$ cat src/rtl/vga_sync_rx.sv
// vga_sync_rx: VGA timing receiver recovering pixel coordinates, data-enable, lock and timing errors
// Ports:
//   vga_clk, rst_n             clock and asynchronous active-low reset
//   pix_ce                     pixel strobe; every other input is sampled only while it is high
//   h_sync, v_sync             incoming syncs, asserted at level SYNC_POL
//   r_data, g_data, b_data     incoming pixel colour
//   pix_valid, pix_x, pix_y    visible-pixel pulse and its coordinates (one clock after the strobe)
//   rgb_out, frame_start       captured colour, pulse on pixel (0,0)
//   locked                     high only once full line and frame timing has been confirmed
//   err_line, err_frame        single-cycle pulses on a bad line / frame length
//   err_cnt                    saturating count of error pulses
module vga_sync_rx #(
   parameter int   H_ACTIVE = 640,
   parameter int   H_FP     = 16,
   parameter int   H_SYNC   = 96,
   parameter int   H_BP     = 48,
   parameter int   V_ACTIVE = 480,
   parameter int   V_FP     = 10,
   parameter int   V_SYNC   = 2,
   parameter int   V_BP     = 33,
   parameter logic SYNC_POL = 1'b0
) (
   input  logic        vga_clk,
   input  logic        rst_n,
   input  logic        pix_ce,
   input  logic        h_sync,
   input  logic        v_sync,
   input  logic [7:0]  r_data,
   input  logic [7:0]  g_data,
   input  logic [7:0]  b_data,
   output logic        pix_valid,
   output logic [10:0] pix_x,
   output logic [9:0]  pix_y,
   output logic [23:0] rgb_out,
   output logic        locked,
   output logic        frame_start,
   output logic        err_line,
   output logic        err_frame,
   output logic [7:0]  err_cnt
);
   localparam int H_TOTAL = H_ACTIVE + H_FP + H_SYNC + H_BP;
   localparam int V_TOTAL = V_ACTIVE + V_FP + V_SYNC + V_BP;
   localparam int HX0 = H_SYNC + H_BP;
   localparam int VY0 = V_SYNC + V_BP;
   typedef enum logic [1:0] {SEARCH, HLOCK, VSEEN, LOCKED} state_t;
   state_t      state;
   logic        h_prev, v_prev, one_good;
   logic [11:0] hcnt, hcnt_n;
   logic [10:0] vcnt, vcnt_n;
   logic        h_edge, v_edge, line_ok, frame_ok, e_line, e_frame, timeout, valid;
   logic [10:0] px;
   logic [9:0]  py;
   logic [8:0]  ec_sum;
   assign h_edge   = (h_sync == SYNC_POL) & ~h_prev;
   assign v_edge   = (v_sync == SYNC_POL) & ~v_prev;
   // line length hcnt+1 == H_TOTAL, frame length vcnt+1 == V_TOTAL
   assign line_ok  = hcnt == 12'(H_TOTAL - 1);
   assign frame_ok = vcnt == 11'(V_TOTAL - 1);
   assign e_line   = h_edge & ~line_ok & (state != SEARCH);
   assign e_frame  = v_edge & ~frame_ok & (state == VSEEN || state == LOCKED);
   assign hcnt_n   = h_edge ? '0 : hcnt + 12'(~&hcnt);
   assign vcnt_n   = v_edge ? '0 : vcnt + 11'(h_edge & ~&vcnt);
   // a missing h edge shows up as hcnt running past two line lengths
   assign timeout  = hcnt_n >= 12'(2 * H_TOTAL);
   assign px       = 11'(hcnt_n - 12'(HX0));
   assign py       = 10'(vcnt_n - 11'(VY0));
   // entry into LOCKED happens at vcnt_n == 0, never inside the window
   assign valid    = state == LOCKED && !e_line && !e_frame && !timeout
                     && hcnt_n >= 12'(HX0) && hcnt_n < 12'(HX0 + H_ACTIVE)
                     && vcnt_n >= 11'(VY0) && vcnt_n < 11'(VY0 + V_ACTIVE);
   assign ec_sum   = {1'b0, err_cnt} + 9'(e_line) + 9'(e_frame);
   assign locked   = state == LOCKED;
   always_ff @(posedge vga_clk or negedge rst_n) begin
      if (!rst_n) begin
         state       <= SEARCH;
         h_prev      <= 1'b0;
         v_prev      <= 1'b0;
         one_good    <= 1'b0;
         hcnt        <= '0;
         vcnt        <= '0;
         pix_valid   <= 1'b0;
         pix_x       <= '0;
         pix_y       <= '0;
         rgb_out     <= '0;
         frame_start <= 1'b0;
         err_line    <= 1'b0;
         err_frame   <= 1'b0;
         err_cnt     <= '0;
      end else begin
         pix_valid   <= 1'b0;
         frame_start <= 1'b0;
         err_line    <= 1'b0;
         err_frame   <= 1'b0;
         if (pix_ce) begin
            h_prev      <= h_sync == SYNC_POL;
            v_prev      <= v_sync == SYNC_POL;
            hcnt        <= hcnt_n;
            vcnt        <= vcnt_n;
            pix_valid   <= valid;
            frame_start <= valid && px == '0 && py == '0;
            err_line    <= e_line;
            err_frame   <= e_frame;
            err_cnt     <= ec_sum[8] ? 8'hff : ec_sum[7:0];
            if (valid) begin
               pix_x   <= px;
               pix_y   <= py;
               rgb_out <= {r_data, g_data, b_data};
            end
            if (e_line || e_frame || timeout) begin
               state    <= SEARCH;
               one_good <= 1'b0;
            end else begin
               case (state)
                  // two consecutive good line lengths are needed; one_good remembers the first
                  SEARCH: if (h_edge) begin
                     one_good <= line_ok & ~one_good;
                     if (line_ok && one_good) state <= HLOCK;
                  end
                  HLOCK:  if (v_edge) state <= VSEEN;
                  VSEEN:  if (v_edge) state <= LOCKED;
                  default: ;
               endcase
            end
         end
      end
   end
endmodule
$ cat config.mk
export PLATFORM = sky130hd
export DESIGN_NAME = vga_sync_rx
export DESIGN_NICKNAME = d
export VERILOG_FILES = /design/src/rtl/vga_sync_rx.sv
export SDC_FILE = /design/constraint.sdc
export NUM_CORES = 1
export LEC_CHECK = 0
export CAP_MARGIN = 20
export CELL_PAD_IN_SITES_DETAIL_PLACEMENT = 0
export CELL_PAD_IN_SITES_GLOBAL_PLACEMENT = 1
export CORE_MARGIN = 10
export CORE_UTILIZATION = 37
export DETAILED_ROUTE_END_ITERATION = 16
export PLACE_DENSITY_LB_ADDON = 0.2
export SLEW_MARGIN = 40
export SYNTH_ARGS = -nofsm -noshare
export SYNTH_HDL_FRONTEND = slang
export SYNTH_SLANG_ARGS = --single-unit
$ cat constraint.sdc
create_clock -name vga_clk -period 4.3 [get_ports vga_clk]
set_clock_uncertainty 0.1 [all_clocks]
set_input_delay 0.86 -clock vga_clk [delete_from_list [all_inputs] [get_ports vga_clk]]
set_output_delay 0.86 -clock vga_clk [all_outputs]
set_load 0.01 [all_outputs]
==> impl_metrics.env, run 1 <==
export IMPL_p_total_w=0.002286
export IMPL_synth_top_cell_area_share_pct=44.50
export IMPL_yosysTopAreaCell="dfrtp_1"
export IMPL_antenna_found_initial=0
export IMPL_drc=0
export IMPL_holdWs_ns=0.3839
export IMPL_worst_r2r_path_depth=14
export IMPL_final_nets=631
export IMPL_status="completed"
export IMPL_seqCellArea_mm2=0.002131
export IMPL_finalWorstSetupSlack_ns=0.1259
export IMPL_dr_total_vias=3814
export IMPL_r2r_end="rgb_out[12]"
export IMPL_max_cap_viol_count=0
export IMPL_dp_slack_ns=-0.2160
export IMPL_diodes=0
export IMPL_drive_gt1_share_pct=23.35
export IMPL_drv_slew=0
export IMPL_die_area_mm2=0.01786
export IMPL_ys_top_cells_by_count="85 x dfrtp_1, 53 x nand2_1, 28 x mux2_2, 28 x o21ai_0, 23 x nor2_1"
export IMPL_p_per_area_mw_per_mm2=349.9
export IMPL_std_cell_rows=41
export IMPL_core_mm2=0.01262
export IMPL_netlist_area_mm2=0.004780
export IMPL_cts_root_buffer="clkbuf_16"
export IMPL_clock_latency_ns=0.35
export IMPL_synth_edff_count=0
export IMPL_postSynthAreaPerCell_um2=10.37
export IMPL_routed_wl_mm=12.88
export IMPL_layout_cells_non_filler=763
export IMPL_grt_pass1_vias=3727
export IMPL_hold_path_class="primary input to asynchronous set/reset pin"
export IMPL_place_gp_congestion=0.8565
export IMPL_grt_max_degree=65
export IMPL_critPathKind="primary input to flop"
export IMPL_dp_hpwl_mm=9.648
export IMPL_ant_nets=0
export IMPL_yosysSeqAreaShare_pct=44.50
export IMPL_synth_seq_cells=85
export IMPL_dominantRegCellSynth="dfrtp_1"
export IMPL_cellLeakagePower_nw=3.097
export IMPL_ff2ff_setup_slack_ns=0.19
export IMPL_die_y_um=133.7
export IMPL_cts_buffers_inserted=9
export IMPL_gr_total_overflow=0
export IMPL_htree_levels=3
export IMPL_worstMarginPinSlew_ns=0.7090
export IMPL_cts_sinks=85
export IMPL_fill_cells=1196
export IMPL_rsz0062_at_grt="no"
export IMPL_clk_path_buf_depth=2
export IMPL_clkTransAtPathRegs_ns=0.06
export IMPL_setup_viol=0
export IMPL_crit_required_ns=4.43
export IMPL_finalSetupTns_ns=0
export IMPL_worstPathArrival_ns=4.31
export IMPL_vias_per_cell=4.999
export IMPL_fmax_ghz=0.2396
export IMPL_max_slew_margin_rel_pct=51.38
export IMPL_grt_total_usage_pct=14.28
export IMPL_async_reset_ff_share_pct=100.0
export IMPL_multi_input_area_mm2=0.002479
export IMPL_yosysMostFrequentCell="dfrtp_1"
export IMPL_critPathCaptureType="flop"
export IMPL_layout_area_overhead_vs_synth_pct=36.70
export IMPL_synth_warnings=0
export IMPL_min_period_ns=4.174
export IMPL_initial_core_util_pct=37.87
export IMPL_drt_iter0_drc=240
export IMPL_dr_pass1_iters=4
export IMPL_peakVddDrop_uv=191.5
export IMPL_grt_pass1_wl_mm=20.44
export IMPL_ys_top_cells_by_area="dfrtp_1 45%, mux2_2 6.6%, mux2_4 6.0%"
export IMPL_crit_path_start_kind="primary input"
export IMPL_io_pins=87
export IMPL_synth_cell_type_count=60
export IMPL_netlist_instances=461
export IMPL_detail_route_wl_per_cell_um=16.88
export IMPL_timing_hold_violations_final=0
export IMPL_die_w_um=133.7
export IMPL_dp_cells=736
export IMPL_synth_net_count=506
export IMPL_crit_fanout=8
export IMPL_cts_tree="built"
export IMPL_portBuffers=86
export IMPL_timing_rr_start="vcnt[4]"
export IMPL_period_share_pct=97.07
-- worst max-delay path by stage --
stage           start          end  slack (ns)
3_5_place_dp   h_sync  rgb_out[14]       -0.22
6_report       h_sync  rgb_out[12]        0.13
5_1_grt        h_sync     pix_y[1]    0.000004
2_1_floorplan  h_sync  rgb_out[10]        0.01
3_3_place_gp   h_sync   rgb_out[9]       -0.18
4_1_cts        h_sync  rgb_out[22]        0.16
-- per-layer routing --
| metal | vias up | global-route usage [%] | wire [um] |
|---|---|---|---|
| li1 | 1889 | - | - |
| met1 | 1850 | 17.71 | 5724 |
| met2 | 63 | 23.62 | 6544 |
| met3 | 12 | 2.932 | 412 |
| met4 | 0 | 5.804 | 199 |
| met5 | - | 0 | 0 |
-- cell usage in the layout (no fill, tap or decap), types with 4 or more instances in the layout --
cell type and n:
mux2_4 19, xor2_1 16, inv_1 18, nor2_1 23, nand2_1 52, or3_1 6, o21ai_0 28, and3_1 5
ha_1 13, buf_4 50, o211ai_1 5, xnor2_1 10, a21o_1 5, clkbuf_16 11, nand2b_1 4, or4_1 4
mux2_2 28, a21oi_1 14, o31ai_1 5, nand3_1 15, nand4_1 7, clkdlybuf4s50_1 85, mux2i_1 11, nor4_1 5
dfrtp_1 82, and2_1 4
-- area by class of cell --
class	count	share of cell area, %
multi-input combinational	331	37.94
tap	172	3.294
inverter	18	1.034
clock buffer	12	3.926
sequential	85	32.61
clock inverter	4	0.8426
timing repair buffer	141	20.36
-- critical path, cell delays in order --
cell and delay (ns):
clkdlybuf4s50_1 0.42, or2_4 0.27, a41oi_2 0.17, ha_2 0.24
ha_4 0.14, nand3_2 0.08, or4_4 0.42, o211ai_2 0.08
o21bai_1 0.11, or4_1 0.46, a221o_2 0.43, buf_4 0.18
buf_12 0.14, mux2_4 0.29
-- report_power, final --
group,internal (W),switching [W]
Combinational,0.000262,0.000274
Sequential,0.000858,0.0000756
Clock,0.000485,0.000331
-- stage by stage --
step | instance area (um2) | util, %
floorplan | 4813 | -
global placement | 6076 | 48.15
detailed placement | 6076 | 48.15
CTS | 6387 | 50.61
global route | 6534 | 51.77
finish | 6534 | 51.77
-- repair_timing --
item                                    4_1_cts  5_1_grt
resized for setup                             0        9
endpoints found under the setup margin        0       21
buffers inserted                              0        9
hold buffers                                  0        0
-- state kept, by name, summed over array words and instances (netlist names) --
signal / cells
state: 2
vcnt: 11
pix_valid: 1
v_prev: 1
err_cnt: 8
hcnt: 12
rgb_out: 24
pix_x: 11
pix_y: 10
one_good: 1
err_line: 1
err_frame: 1
h_prev: 1
frame_start: 1
-- logic make-up after synthesis --
group | after synthesis | share of synthesized area [%]
simple gates | 149 | 16.05
buf+inv | 45 | 4.424
flops | 85 | 44.50
mux | 58 | 14.87
compound gates | 82 | 11.05
xor+xnor | 26 | 4.764
fa+ha+maj | 16 | 4.346
(Power assumes the default switching activity.)
==> inputs of run 2 (changes only) <==
--- a/config.mk
+++ b/config.mk
@@ -10,9 +10,11 @@
 export CELL_PAD_IN_SITES_GLOBAL_PLACEMENT = 1
 export CORE_MARGIN = 10
 export CORE_UTILIZATION = 37
+export CTS_CLUSTER_SIZE = 40
 export DETAILED_ROUTE_END_ITERATION = 16
 export PLACE_DENSITY_LB_ADDON = 0.2
 export SLEW_MARGIN = 40
 export SYNTH_ARGS = -nofsm -noshare
 export SYNTH_HDL_FRONTEND = slang
 export SYNTH_SLANG_ARGS = --single-unit
+export TNS_END_PERCENT = 20
==> results of run 2 <==
Same layout as run 1: the final DEF is identical, and so are final timing and power.
